`config.mk`:
```
export PLATFORM = sky130hd
export DESIGN_NAME = mux_tree_pipe
export DESIGN_NICKNAME = d
export VERILOG_FILES = /design/src/rtl/mux_pkg.sv /design/src/rtl/mux4_stage.sv /design/src/rtl/mux_tree_pipe.sv
export SDC_FILE = /design/constraint.sdc
export NUM_CORES = 1
export LEC_CHECK = 0
export ABC_AREA = 1
export CAP_MARGIN = 40
export CORE_MARGIN = 5
export CORE_UTILIZATION = 46
export CTS_CLUSTER_DIAMETER = 50
export CTS_CLUSTER_SIZE = 28
export DETAILED_ROUTE_END_ITERATION = 8
export GPL_ROUTABILITY_DRIVEN = 0
export PLACE_DENSITY = 0.9
export SLEW_MARGIN = 30
export SYNTH_ARGS = -nofsm -noshare
export SYNTH_HDL_FRONTEND = slang
export SYNTH_SLANG_ARGS = --single-unit
export TNS_END_PERCENT = 30
```
`constraint.sdc`:
```
create_clock -name clk -period 1.8 [get_ports clk]
set_clock_uncertainty 0.05 [all_clocks]
set_input_delay 0.18 -clock clk [delete_from_list [all_inputs] [get_ports clk]]
set_output_delay 0.18 -clock clk [all_outputs]
set_load 0.01 [all_outputs]
```
`src/rtl/mux_pkg.sv`:
```
// rtl/mux_pkg.sv - shared constants and helpers for the pipelined mux tree
// Provides: clog4 (tree depth), selw (select/tag width), lvl_off (flat stage
// offset of a tree level), SCAN_CNT_RST (scan counter reset value).
package mux_pkg;

  localparam int SCAN_CNT_RST = 0;

  // Number of 4:1 levels needed to reduce n channels to one.
  function automatic int clog4(input int n);
    int l;
    l = 0;
    for (int v = 1; v < n; v = v * 4) begin
      l++;
    end
    return l;
  endfunction

  function automatic int selw(input int n);
    return 2 * clog4(n);
  endfunction

  // Index of the first stage of level lvl when all stages are numbered
  // level by level, level 0 first.
  function automatic int lvl_off(input int channels, input int lvl);
    int off;
    int n;
    off = 0;
    n   = channels / 4;
    for (int i = 0; i < lvl; i++) begin
      off = off + n;
      n   = n / 4;
    end
    return off;
  endfunction

endpackage

```
`src/rtl/mux4_stage.sv`:
```
// rtl/mux4_stage.sv - registered 4:1 word mux with valid and tag
// Ports: clk, rst (async active-high), i_en (advance), i_sel (2-bit select),
//   i_data (4 words), i_tag (4 tags), i_valid (4 valids);
//   o_data/o_tag/o_valid: registered selected word, tag and valid.
module mux4_stage #(
  parameter int WIDTH = 8,
  parameter int TAGW  = 1
)(
  input  logic                clk,
  input  logic                rst,
  input  logic                i_en,
  input  logic [1:0]          i_sel,
  input  logic [4*WIDTH-1:0]  i_data,
  input  logic [4*TAGW-1:0]   i_tag,
  input  logic [3:0]          i_valid,
  output logic [WIDTH-1:0]    o_data,
  output logic [TAGW-1:0]     o_tag,
  output logic                o_valid
);

  logic [WIDTH-1:0] r_data;
  logic [TAGW-1:0]  r_tag;
  logic             r_valid;

  // Tag and valid are muxed alongside the data so every child's sideband is
  // consumed; children of one level always carry identical sideband anyway.
  always_ff @(posedge clk or posedge rst) begin
    if (rst) begin
      r_data  <= '0;
      r_tag   <= '0;
      r_valid <= 1'b0;
    end else if (i_en) begin
      r_data  <= i_data[i_sel*WIDTH +: WIDTH];
      r_tag   <= i_tag[i_sel*TAGW +: TAGW];
      r_valid <= i_valid[i_sel];
    end
  end

  assign o_data  = r_data;
  assign o_tag   = r_tag;
  assign o_valid = r_valid;

endmodule

```
`src/rtl/mux_tree_pipe.sv`:
```
// rtl/mux_tree_pipe.sv - pipelined N:1 word mux tree with auto-scan
// Ports: clk, rst (async active-high), data_in (flat channel bus), sel,
//   in_valid (direct-mode request), scan_en, scan_start, stall;
//   out_data, out_sel (source channel), out_valid, scan_done (last channel of scan).
module mux_tree_pipe
  import mux_pkg::*;
#(
  parameter  int WIDTH    = 8,
  parameter  int CHANNELS = 16,
  localparam int LEVELS   = clog4(CHANNELS),
  localparam int SELW     = selw(CHANNELS)
)(
  input  logic                      clk,
  input  logic                      rst,
  input  logic [CHANNELS*WIDTH-1:0] data_in,
  input  logic [SELW-1:0]           sel,
  input  logic                      in_valid,
  input  logic                      scan_en,
  input  logic                      scan_start,
  input  logic                      stall,
  output logic [WIDTH-1:0]          out_data,
  output logic [SELW-1:0]           out_sel,
  output logic                      out_valid,
  output logic                      scan_done
);

  // Tag = {scan_done flag, effective select}.
  localparam int TAGW = SELW + 1;
  localparam int NST  = (CHANNELS - 1) / 3;

  logic [SELW-1:0]      r_scan_cnt;
  logic [SELW-1:0]      w_scan_sel;
  logic [SELW-1:0]      w_esel;
  logic                 w_evalid;
  logic                 w_done;
  logic                 w_en;
  logic [TAGW-1:0]      w_tag0;

  logic [NST*WIDTH-1:0] w_st_data;
  logic [NST*TAGW-1:0]  w_st_tag;
  logic [NST-1:0]       w_st_valid;

  assign w_en       = ~stall;
  // scan_start overrides the counter for this very sample, which also makes
  // a restart on the wrap cycle land on channel 0 without a scan_done.
  assign w_scan_sel = scan_start ? '0 : r_scan_cnt;
  assign w_esel     = scan_en ? w_scan_sel : sel;
  assign w_evalid   = scan_en | in_valid;
  assign w_done     = scan_en && (w_scan_sel == SELW'(CHANNELS - 1));
  assign w_tag0     = {w_done, w_esel};

  // Counter width equals log2(CHANNELS), so the increment wraps naturally.
  always_ff @(posedge clk or posedge rst) begin
    if (rst) begin
      r_scan_cnt <= SELW'(SCAN_CNT_RST);
    end else if (scan_en && !stall) begin
      r_scan_cnt <= w_scan_sel + SELW'(1);
    end
  end

  for (genvar j = 0; j < LEVELS; j++) begin : g_lvl
    localparam int N    = CHANNELS >> (2 * (j + 1));
    localparam int OFF  = lvl_off(CHANNELS, j);
    localparam int POFF = (j > 0) ? lvl_off(CHANNELS, j - 1) : 0;

    logic [4*N*WIDTH-1:0] w_in_data;
    logic [4*N*TAGW-1:0]  w_in_tag;
    logic [4*N-1:0]       w_in_valid;
    logic [1:0]           w_sel;

    if (j == 0) begin : g_first
      assign w_in_data  = data_in;
      assign w_in_tag   = {(4*N){w_tag0}};
      assign w_in_valid = {(4*N){w_evalid}};
      assign w_sel      = w_esel[1:0];
    end else begin : g_next
      assign w_in_data  = w_st_data[POFF*WIDTH +: 4*N*WIDTH];
      assign w_in_tag   = w_st_tag[POFF*TAGW +: 4*N*TAGW];
      assign w_in_valid = w_st_valid[POFF +: 4*N];
      // Select bits for this level ride in the tag of the previous level.
      assign w_sel      = w_st_tag[POFF*TAGW + 2*j +: 2];
    end

    for (genvar s = 0; s < N; s++) begin : g_st
      mux4_stage #(
        .WIDTH (WIDTH),
        .TAGW  (TAGW)
      ) u_stage (
        .clk     (clk),
        .rst     (rst),
        .i_en    (w_en),
        .i_sel   (w_sel),
        .i_data  (w_in_data[s*4*WIDTH +: 4*WIDTH]),
        .i_tag   (w_in_tag[s*4*TAGW +: 4*TAGW]),
        .i_valid (w_in_valid[s*4 +: 4]),
        .o_data  (w_st_data[(OFF+s)*WIDTH +: WIDTH]),
        .o_tag   (w_st_tag[(OFF+s)*TAGW +: TAGW]),
        .o_valid (w_st_valid[OFF+s])
      );
    end
  end

  assign out_data  = w_st_data[(NST-1)*WIDTH +: WIDTH];
  assign out_sel   = w_st_tag[(NST-1)*TAGW +: SELW];
  assign scan_done = w_st_tag[(NST-1)*TAGW + SELW];
  assign out_valid = w_st_valid[NST-1];

endmodule

```
* Yosys cells after proc, flatten, opt, wreduce, memory -nomap -nowiden
Index checks and enable logic that the tools add are counted.
Word-level totals: flip-flop bits (word level) 56, input port bits 138, output and inout port bits 14, logic and storage cells 33
Cells by class: add/sub/neg operators 1, multipliers 2, magnitude comparators 2, eq/ne operators 1, shift-type cells 7, multiplexer cells 6, bitwise logic cells 1, reduce and logical (&&, ||, !) cells 3
Operator list (count):
- variable part select 32 x 6 -> 8 bit | 5
- variable part select 20 x 6 -> 5 bit | 2
- multiplier 2 x 3 -> 5 bit (second input constant) | 2
- 2-to-1 mux 4 bit | 2
- less-than comparator 2 x 3 -> 1 bit (second input constant) | 2
- adder 4 x 1 -> 4 bit (second input constant) | 1
- binary-select mux 1 bit (select 2 bit) | 2
- equality test 4 bit (second input constant) | 1
- logical AND 1 bit | 2
- 2-to-1 mux 1 bit | 2
- logical NOT 1 bit | 1
- bitwise OR 1 bit | 1

* Longest topological paths before layout
word-level depth 4, gate-level depth with buffers 10, depth with buffers taken out 8

* Cells and area by module
Synthesis repeated with hierarchy kept, for this count alone.
Second synthesis, totals: cell total of the unflattened synthesis 1163, area total of the unflattened synthesis 6596.3 um^2
By module, submodules not included:
- mux4_stage | times used 5, cells each 223, area each 1258.7 um^2, sequential area each 350.3 um^2
- mux_tree_pipe | times used 1, cells each 48, area each 302.8 um^2, sequential area each 100.1 um^2

* Worst setup path before layout
Ideal clock, no wire load.
path kind reg-to-reg, start point register r_scan_cnt[0], end point register g_lvl[0].g_st[0].u_stage.r_data[6], arrival time 1.071 ns, required time 1.633 ns, path slack 0.563 ns, stages on the path, launching flop included 9, cell sequence dfrtp_1 nand3_1 buf_4 buf_6 nand3_1 nand3_1 nand2_1 nand2_1 nand2_1
On the way: word-level cells in the longest chain between the ends 3
RTL lines:
- start: declaration | RTL line mux_tree_pipe.sv:31 | logic [SELW-1:0] r_scan_cnt;
- start signal: assignment | RTL line mux_tree_pipe.sv:55 | r_scan_cnt <= SELW'(SCAN_CNT_RST);
- start signal: assignment | RTL line mux_tree_pipe.sv:57 | r_scan_cnt <= w_scan_sel + SELW'(1);
- 2-to-1 mux 4 bit | RTL line mux_tree_pipe.sv:46 | assign w_scan_sel = scan_start ? '0 : r_scan_cnt;
- 2-to-1 mux 4 bit | RTL line mux_tree_pipe.sv:47 | assign w_esel = scan_en ? w_scan_sel : sel;
- variable part select 32 x 6 -> 8 bit | RTL line mux4_stage.sv:33 | r_data <= i_data[i_sel*WIDTH +: WIDTH];
- end signal: assignment | RTL line mux4_stage.sv:33
- end: declaration | RTL line mux4_stage.sv:21 | logic [WIDTH-1:0] r_data;
No other way between the ends. A chain may end at the register's enable or synchronous reset.

* Worst setup path in the final report
start point input scan_en, end point register g_lvl[0].g_st[3].u_stage.r_data[6]
On the way: word-level cells in the longest chain between the ends 2
RTL lines:
- start: declaration | RTL line mux_tree_pipe.sv:18 | input logic scan_en,
- 2-to-1 mux 4 bit | RTL line mux_tree_pipe.sv:47
- variable part select 32 x 6 -> 8 bit | RTL line mux4_stage.sv:33
- end signal: assignment | RTL line mux4_stage.sv:33
- end: declaration | RTL line mux4_stage.sv:21
No other way between the ends.

==> flow_metrics.env <==
export IMPL_r2r_end="g_lvl[1].g_st[0].u_stage.o_data[0]$_DFFE_PP0N_"
export IMPL_cts_repair_resized=0
export IMPL_cts_inserted_buffers=5
export IMPL_grt_usage_pct=20.9
export IMPL_path_cells="clkdlybuf4s50_1, inv_2, nand2_2, buf_4, nand3_1, nand3_1, nand2_1, nand2_1, nand2_1"
export IMPL_finalHoldViolCount=0
export IMPL_cts_setup_buffers=0
export IMPL_wl_per_cell_um=12.9
export IMPL_dr_pass1_iters=5
export IMPL_via_per_inst=4.93
export IMPL_synth_top_area_share_pct=33.7
export IMPL_ys_ff_latch=56
export IMPL_cts_root_buffer="clkbuf_8"
export IMPL_crit_path_end_kind="flop"
export IMPL_grt_max_degree=50
export IMPL_ir_drop_uv=344
export IMPL_crit_required_ps=1960
export IMPL_drt_iter0_markers=303
export IMPL_crit_buf_inv=3
export IMPL_ff2ff_setup_slack_ps=320
export IMPL_antenna_left=0
export IMPL_fmax_ghz=0.665
export IMPL_fin_crit_ps=1500
export IMPL_synthTopCellsByArea="dfrtp_1 34%, nand2_1 19%, nand3_1 16%"
export IMPL_syn_inst=675
export IMPL_finalCritPeriodShare_pct=83.6
export IMPL_cts_path_max_buffers=2
export IMPL_ios=152
export IMPL_final_cell_mix="211 x nand2_1, 150 x clkdlybuf4s50_1, 137 x inv_1"
export IMPL_cellLeakagePower_uw=0.00321
export IMPL_cp_slowest_cell="clkdlybuf4s50_1"
export IMPL_power_switching_share_pct=31.7
export IMPL_clkLatencyLatePin_ps=310
export IMPL_hp_class="in2async"
export IMPL_cellPowerDensity_mw_per_mm2=632
export IMPL_slowest_delay_ps=580
export IMPL_synth_cell_types=22
export IMPL_pwr_share_seq_pct=42.2
export IMPL_comb_power_share_pct=35.5
export IMPL_die_area_mm2=0.0110
export IMPL_power_uw=3690
export IMPL_cp_top_family="buffers and inverters"
export IMPL_initial_core_util_pct=47.4
export IMPL_syn_nets=814
export IMPL_avgSynthCellArea_um2=6.15
export IMPL_slew_headroom_pct=67.3
export IMPL_syn_area_mm2=0.00415
export IMPL_arrival_ps=1670
export IMPL_crit_top_cell="nand2_1"
export IMPL_fp_dieW_um=105
export IMPL_r2r_cells=3
export IMPL_gr_total_overflow=0
export IMPL_status="completed"
export IMPL_regArea_mm2=0.00140
export IMPL_drcViolationCount=0
export IMPL_core_area_mm2=0.00876
export IMPL_area_growth_syn_to_layout_pct=40.6
export IMPL_multiInputGateArea_mm2=0.00190
export IMPL_dpl_hpwl_mm=9.04
export IMPL_yosysTopAreaCell="dfrtp_1"
export IMPL_die_y_um=105
export IMPL_cp_max_fo=24
export IMPL_maxCapViolations=0
export IMPL_worstMarginPinSlew_ps=487
export IMPL_path_clk_slew_ps=100
export IMPL_tritoncts="yes"
export IMPL_grt_pass1_vias=4188
export IMPL_layout_drive_gt1_share_pct=4.19
export IMPL_reg2reg_from="g_lvl[0].g_st[1].u_stage.o_tag[2]$_DFFE_PP0N_"
export IMPL_p_int_uw=2520
export IMPL_drv_slew=0
export IMPL_diodes=0
export IMPL_fill_cells=751
export IMPL_rsz0062_at_grt="no"
export IMPL_htreeDepth=2
export IMPL_fin_nets=949
export IMPL_mostFrequentLayoutCell="nand2_1"
export IMPL_setup_viol=0
export IMPL_crit_path_start_kind="primary input"
export IMPL_port_buffers=151
export IMPL_clockPowerShare_pct=22.3
export IMPL_grt_pass1_wl_mm=19.5
export IMPL_seq_area_frac_synth_pct=33.7
export IMPL_via_count=4527
export IMPL_cts_sinks=56
export IMPL_cts_hold_buf=0
export IMPL_ys_warn_count=0
export IMPL_switchingPower_uw=1170
export IMPL_antenna_found_initial=0
export IMPL_crit_type="in2reg"
export IMPL_fin_util_pct=66.6
export IMPL_drt_wl_total_mm=11.8
export IMPL_rows=34
kinds of logic after synthesis:
| group | synth area share [%] |
|---|---|
| AO/OA/AOI/OAI | 5.78 |
| adder cells (fa/ha/maj) | 0.301 |
| flip-flops | 33.7 |
| XOR/XNOR | 0.211 |
| AND/OR/NAND/NOR | 39.4 |
| buffers and inverters | 20.6 |
power by group through the flow:
stage	Clock (uW)	Sequential [uW]	Combinational (uW)
6_report	824	1560	1310
2_1_floorplan	0	1560	726
3_3_place_gp	0	1570	1290
5_1_grt	885	1580	1470
4_1_cts	828	1560	1320
3_5_place_dp	0	1580	1310
worst reg2reg max path, cell delays in order, from the launching register on:
cell,delay [ps]
dfrtp_1,360
clkinv_1,400
o21ai_0,430
a31oi_1,120
synth_stat cells:
master      n
inv_1     138
xor2_1      1
dfrtp_1    56
a21oi_1     2
nand2_1   211
nand2_2     2
nand3_1   133
buf_6      19
ha_1        1
or2_0       1
o21ai_2     1
o21ai_0    30
o22ai_1     1
a31oi_1     8
inv_2       2
nor3_1      1
a22oi_1     2
clkinv_1    2
buf_2      14
clkbuf_1    8
nor2_1     41
buf_4       1
how the worst max path moves through the flow:
stage / depth (start not counted) / slack, ps / end / startpoint
floorplan: 1 / 200 / g_lvl[0].g_st[0].u_stage.o_data[0]$_DFFE_PP0N_ / rst
global placement: 10 / 40 / g_lvl[0].g_st[1].u_stage.o_data[6]$_DFFE_PP0N_ / scan_start
detailed placement: 9 / -30 / g_lvl[0].g_st[3].u_stage.o_data[6]$_DFFE_PP0N_ / scan_en
CTS: 9 / 300 / g_lvl[0].g_st[3].u_stage.o_data[6]$_DFFE_PP0N_ / scan_en
global route: 4 / 120 / g_lvl[1].g_st[0].u_stage.o_data[6]$_DFFE_PP0N_ / g_lvl[0].g_st[1].u_stage.o_tag[3]$_DFFE_PP0N_
finish: 9 / 300 / g_lvl[0].g_st[3].u_stage.o_data[6]$_DFFE_PP0N_ / scan_en
metrics by stage:
stage / setup WS, ps / TNS (ps) / cells / hold WS (ps) / area, um2
2_1_floorplan: 199 / 0 / 675 / 269 / 4150
3_3_place_gp: 44.7 / 0 / 911 / 399 / 5730
3_5_place_dp: -29.9 / -171 / 911 / 410 / 5730
4_1_cts: 301 / 0 / 919 / 156 / 5840
5_1_grt: 121 / 0 / 919 / 184 / 5840
6_report: 295 / 0 / 919 / 141 / 5840
per-layer routing:
| layer | up-vias | track usage (%) | routed length, um |
|---|---|---|---|
| met2 | 179 | 34.2 | 5640 |
| met3 | 13 | 4.25 | 1020 |
| met4 | 0 | 4.11 | 122 |
| met1 | 2023 | 28.8 | 5040 |
| li1 | 2312 | - | - |
| met5 | - | 0 | 0 |
layout make-up:
cell class	instances	area share, %
multi-input combinational	435	32.6
timing repair buffer	170	30.2
sequential	56	24.0
inverter	142	9.13
tap	108	2.31
clock buffer	6	1.24
clock inverter	2	0.600
state kept, by name (all words and copies together) (netlist names):
register and cells:
r_scan_cnt 4, g_lvl.g_st.u_stage.o_data 40, g_lvl.g_st.u_stage.o_tag 10, g_lvl.g_st.u_stage.o_valid 2
(Power assumes the default switching activity.)
